<file path="config.mk">
export PLATFORM = sky130hd
export DESIGN_NAME = calc_gate_identify
export DESIGN_NICKNAME = d
export VERILOG_FILES = /design/src/rtl/calc_gate_identify_pkg.sv /design/src/rtl/calc_gate_identify_tt_decode.sv /design/src/rtl/calc_gate_identify.sv
export SDC_FILE = /design/constraint.sdc
export NUM_CORES = 1
export LEC_CHECK = 0
export ABC_CLOCK_PERIOD_IN_PS = 3800
export BUFFER_PORTS_ARGS = -buffer_cell sky130_fd_sc_hd__buf_2
export CAP_MARGIN = 15
export CORE_ASPECT_RATIO = 1.4
export CORE_MARGIN = 2
export CORE_UTILIZATION = 50
export CTS_CLUSTER_SIZE = 40
export DETAILED_ROUTE_END_ITERATION = 8
export HOLD_SLACK_MARGIN = 0.06
export PLACE_DENSITY = 0.75
export SYNTH_ARGS = -nofsm -noshare
export SYNTH_HDL_FRONTEND = slang
export SYNTH_SLANG_ARGS = --single-unit
</file>
<file path="constraint.sdc">
create_clock -name clk -period 3.8 [get_ports clk]
set_clock_uncertainty 0.05 [all_clocks]
set_input_delay 0.76 -clock clk [delete_from_list [all_inputs] [get_ports clk]]
set_output_delay 0.76 -clock clk [all_outputs]
set_load 0.005 [all_outputs]
</file>
<file path="src/rtl/calc_gate_identify_pkg.sv">
// Shared codes for the gate identifier: gate codes (calculator output bit index),
// known 4-bit truth patterns indexed by {a,b}, and FSM state encoding.
package calc_gate_identify_pkg;

    localparam logic [2:0] GATE_AND     = 3'd0;
    localparam logic [2:0] GATE_OR      = 3'd1;
    localparam logic [2:0] GATE_NOT_A   = 3'd2;
    localparam logic [2:0] GATE_XOR     = 3'd3;
    localparam logic [2:0] GATE_XNOR    = 3'd4;
    localparam logic [2:0] GATE_NOR     = 3'd5;
    localparam logic [2:0] GATE_NAND    = 3'd6;
    localparam logic [2:0] GATE_UNKNOWN = 3'd7;

    // Bit {a,b} of each pattern is the gate output for that input pair
    localparam logic [3:0] TT_AND   = 4'b1000;
    localparam logic [3:0] TT_OR    = 4'b1110;
    localparam logic [3:0] TT_NOT_A = 4'b0011;
    localparam logic [3:0] TT_XOR   = 4'b0110;
    localparam logic [3:0] TT_XNOR  = 4'b1001;
    localparam logic [3:0] TT_NOR   = 4'b0001;
    localparam logic [3:0] TT_NAND  = 4'b0111;

    typedef enum logic [1:0] {
        ST_IDLE   = 2'd0,
        ST_PROBE  = 2'd1,
        ST_DECODE = 2'd2
    } state_t;

endpackage

</file>
<file path="src/rtl/calc_gate_identify_tt_decode.sv">
// Combinational truth-table decoder: maps a sampled 4-entry truth table to a gate code.
// The known patterns are disjoint, so case order carries no priority meaning.
module calc_tt_decode
    import calc_gate_identify_pkg::*;
(
    input  logic [3:0] truth,
    output logic [2:0] gate_code,
    output logic       match
);

    always_comb begin
        gate_code = GATE_UNKNOWN;
        match     = 1'b0;
        case (truth)
            TT_AND:   begin gate_code = GATE_AND;   match = 1'b1; end
            TT_OR:    begin gate_code = GATE_OR;    match = 1'b1; end
            TT_NOT_A: begin gate_code = GATE_NOT_A; match = 1'b1; end
            TT_XOR:   begin gate_code = GATE_XOR;   match = 1'b1; end
            TT_XNOR:  begin gate_code = GATE_XNOR;  match = 1'b1; end
            TT_NOR:   begin gate_code = GATE_NOR;   match = 1'b1; end
            TT_NAND:  begin gate_code = GATE_NAND;  match = 1'b1; end
            default:  begin gate_code = GATE_UNKNOWN; match = 1'b0; end
        endcase
    end

endmodule

</file>
<file path="src/rtl/calc_gate_identify.sv">
// Gate identifier: walks the four operand pairs on probe_a/probe_b, samples resp after a
// settle time into a truth table and decodes which 2-input gate is attached.
//
//   state     | meaning
//   ----------+-------------------------------------------------------------
//   ST_IDLE   | waiting for start; results from the last run held
//   ST_PROBE  | driving vector idx, counting settle cycles, sampling resp
//   ST_DECODE | registering gate_code/match, pulsing done, returning to idle
module calc_gate_identify
    import calc_gate_identify_pkg::*;
#(
    parameter int SETTLE_CYCLES = 2,
    parameter int CNT_W         = 4
) (
    input  logic       clk,
    input  logic       rst,
    input  logic       start,
    output logic       probe_a,
    output logic       probe_b,
    input  logic       resp,
    output logic       busy,
    output logic       done,
    output logic [3:0] truth,
    output logic [2:0] gate_code,
    output logic       match
);

    localparam logic [CNT_W-1:0] SETTLE_LAST = CNT_W'(SETTLE_CYCLES);

    state_t           state;
    logic [1:0]       idx;
    logic [1:0]       idx_next;
    logic [CNT_W-1:0] cnt;
    logic [2:0]       dec_code;
    logic             dec_match;

    // Wraps to 0 after vector 3, so probes return to 00 for the decode cycle
    assign idx_next = idx + 2'd1;

    calc_tt_decode u_decode (
        .truth     (truth),
        .gate_code (dec_code),
        .match     (dec_match)
    );

    always_ff @(posedge clk) begin
        if (rst) begin
            state     <= ST_IDLE;
            idx       <= 2'd0;
            cnt       <= '0;
            probe_a   <= 1'b0;
            probe_b   <= 1'b0;
            busy      <= 1'b0;
            done      <= 1'b0;
            truth     <= 4'd0;
            gate_code <= GATE_UNKNOWN;
            match     <= 1'b0;
        end else begin
            done <= 1'b0;
            case (state)
                ST_IDLE: begin
                    if (start) begin
                        truth   <= 4'd0;
                        idx     <= 2'd0;
                        cnt     <= '0;
                        busy    <= 1'b1;
                        probe_a <= 1'b0;
                        probe_b <= 1'b0;
                        state   <= ST_PROBE;
                    end
                end
                ST_PROBE: begin
                    if (cnt == SETTLE_LAST) begin
                        truth[idx] <= resp;
                        idx        <= idx_next;
                        cnt        <= '0;
                        probe_a    <= idx_next[1];
                        probe_b    <= idx_next[0];
                        if (idx == 2'd3) begin
                            state <= ST_DECODE;
                        end
                    end else begin
                        cnt <= cnt + 1'b1;
                    end
                end
                ST_DECODE: begin
                    gate_code <= dec_code;
                    match     <= dec_match;
                    done      <= 1'b1;
                    busy      <= 1'b0;
                    probe_a   <= 1'b0;
                    probe_b   <= 1'b0;
                    state     <= ST_IDLE;
                end
                default: begin
                    state <= ST_IDLE;
                end
            endcase
        end
    end

endmodule

</file>
==> impl_metrics.toml <==
[outcome]
status = "finished clean"

[logic_synthesis]
synth.distinct_cells = 33
ys_top_cells_by_area = "dfxtp_1 (41%), ha_1 (7.6%), nand3_1 (5.1%)"
avgSynthCellArea_um2 = 9.47
syn_area_um2 = 985
synth_seq_cells = 20
ys_seq_area_frac = 0.407
synth_top_area_frac = 0.407
yosys_warnings = 0
yosys.area.top_type = "dfxtp_1"
synthCells = 104
synth_nets = 114

[global_routing]
grt_first_pass_wirelength_mm = 3.07
grt_max_degree = 17
grt_overflow = 0
antenna_found_initial = 0
grt_usage = 0.169
grt_pass1_vias = 738

[worst_setup_path]
cp.depth = 1
cp-start-kind = "flop"
crit_family = "flip-flops"
slowest_stage = "dfxtp_1"
crit_required_ps = 2990
cp-end-kind = "output pin"
r2r_start = "cnt[0]$_SDFFE_PP0P_"
crit_buf_inv = 1
rr_endpoint = "cnt[2]$_SDFFE_PP0P_"
criticalPathCategory = "reg -> out"
path_cells = "buf_2"
r2r_cells = 5
crit_path_start = "truth[1]$_SDFFE_PP0P_"
regToRegSetupSlack_ps = 2220
cp_slowest_stage_delay_ps = 480
critPathMaxFanout = 9
cp.arrival_ps = 940

[placed_design]
finalWeightedCongestion = 0.711
dp_cells = 138
hpwl_mm = 1.42
io_buffers = 15

[clocking]
post_cts_resized = 0
clk_path_buf_depth = 2
numCtsBuffers = 3
cts.sinks = 20
clock_latency_ps = 300
cts.htree.levels = 1
cts_tree = "yes"
cts.reportedPaths.clkPinSlew_ps = 120
cts_root_buffer = "clkbuf_4"
cts_setup_buffers = 0
holdBufCountCts = 0

[power]
p_leak_nw = 0.476
p_per_area_nw_per_um2 = 330
power_mw = 0.367
ir_drop_mv = 0.248

[final_layout]
fillers = 195
seq_area_um2 = 400
multi_input_area_um2 = 556
layout-drive-gt1-share = 0.215
nets = 132
stdcell_count = 142
syn_to_final_growth_pct = 13.0
diodes = 0

[die]
num_rows = 19
start_util = 0.518
core-area_um2 = 1900
pin_count = 16
dieWidth_um = 41.5
fp.dieArea_um2 = 2350
die_h_um = 56.5

[route]
dr.pass1.iters = 4
avgViaCountPerCell = 5.60
ant_nets = 0
drt-total-wl_mm = 1.87
first_iter_violations = 9
routedWlPerCell_um = 13.2
vias = 795
drc_errors = 0

[sta]
relSlewSlack = 0.671
rsz0062_at_grt = "false"
tightest_slew_ps = 492
period_needed_ps = 1750
fmax_ghz = 0.571
hold_viol_final = 0
setup-tns-final_ps = 0
timing.final.crit_share = 0.461
finalSetupViolations = 0
maxSlewViolCount = 0

[job]
maxCapViolCount = 0

[worst_hold_path]
worstHoldStart = "match$_SDFFE_PP0P_"
hold_path_class = "reg -> reg"
hold_depth = 2
min_delay_worst_endpoint = "match$_SDFFE_PP0P_"
-- registers in the layout, summed over array words and instances (netlist names) --
register   count
gate_code      3
cnt            4
truth          4
probe_b        1
match          1
probe_a        1
busy           1
idx            2
done           1
state          2
-- final cells by class --
type,count,area share
Clock buffer,4,0.0326
Inverter,5,0.0169
Multi-Input combinational cell,77,0.499
Sequential cell,20,0.360
Tap cell,21,0.0236
Timing Repair Buffer,15,0.0675
-- kinds of logic (layout without fill, tap and decap cells) --
kind of cell | after synthesis | count (layout) | synth area share
AO/OA/AOI/OAI | 24 | 24 | 0.159
adder cells (fa/ha/maj) | 6 | 6 | 0.0762
buffers and inverters | 7 | 24 | 0.0292
flip-flops | 20 | 20 | 0.407
multiplexers | 5 | 5 | 0.0521
AND/OR/NAND/NOR | 42 | 42 | 0.277
-- cells in the final DEF, fill, tap and decap left out, drive strengths merged --
master,n
nor3,1
a21oi,9
nor3b,3
nand3b,1
nor4b,1
ha,6
o21ai,5
a311oi,1
nand3,10
dfxtp,20
or4b,1
nor4,1
mux2,1
and2,1
a32o,1
o21bai,1
o2bb2ai,1
mux2i,4
clkbuf,4
o311ai,1
nor2,2
nor2b,4
or4,1
a21o,1
or3b,2
buf,15
nand2,7
nand2b,4
or3,2
inv,5
and3,1
a22o,4
-- power by group --
part	internal (mW)	switching, mW
clock network	0.0584	0.0673
logic	0.0105	0.0134
registers	0.213	0.00492
total	0.282	0.0857
-- synth_stat cells (all sizes together) --
| cell | number |
|---|---|
| dfxtp | 20 |
| nand3 | 10 |
| a21oi | 9 |
| nand2 | 7 |
| ha | 6 |
| inv | 5 |
| o21ai | 5 |
| a22o | 4 |
| mux2i | 4 |
| nand2b | 4 |
| nor2b | 4 |
| nor3b | 3 |
| buf | 2 |
| nor2 | 2 |
| or3 | 2 |
| or3b | 2 |
| a21o | 1 |
| a311oi | 1 |
| a32o | 1 |
| and2 | 1 |
| and3 | 1 |
| mux2 | 1 |
| nand3b | 1 |
| nor3 | 1 |
| nor4 | 1 |
| nor4b | 1 |
| o21bai | 1 |
| o2bb2ai | 1 |
| o311ai | 1 |
| or4 | 1 |
| or4b | 1 |
-- how the worst max path moves through the flow --
stage,end,slack [ps]
4_1_cts,truth[1],2040
3_3_place_gp,idx[0]$_SDFFE_PP0P_,1960
3_5_place_dp,idx[0]$_SDFFE_PP0P_,1910
6_report,truth[1],2050
2_1_floorplan,probe_a$_SDFFE_PP0P_,2240
5_1_grt,truth[1],1990
-- metal layers --
metal | track usage | share of wire
met4 | 0.0876 | 0.0086
met5 | 0 | 0
met3 | 0.0193 | 0.031
met1 | 0.184 | 0.44
met2 | 0.310 | 0.52
-- through the flow --
stage	worst slack (ps)	area [um2]	hold WS [ps]	utilization
floorplan	2240	985	403	-
global placement	1960	1080	399	0.566
detailed placement	1910	1080	401	0.566
CTS	2040	1110	417	0.585
global route	1990	1110	450	0.585
finish	2050	1110	414	0.585
Power figures use the tool's default switching activity.
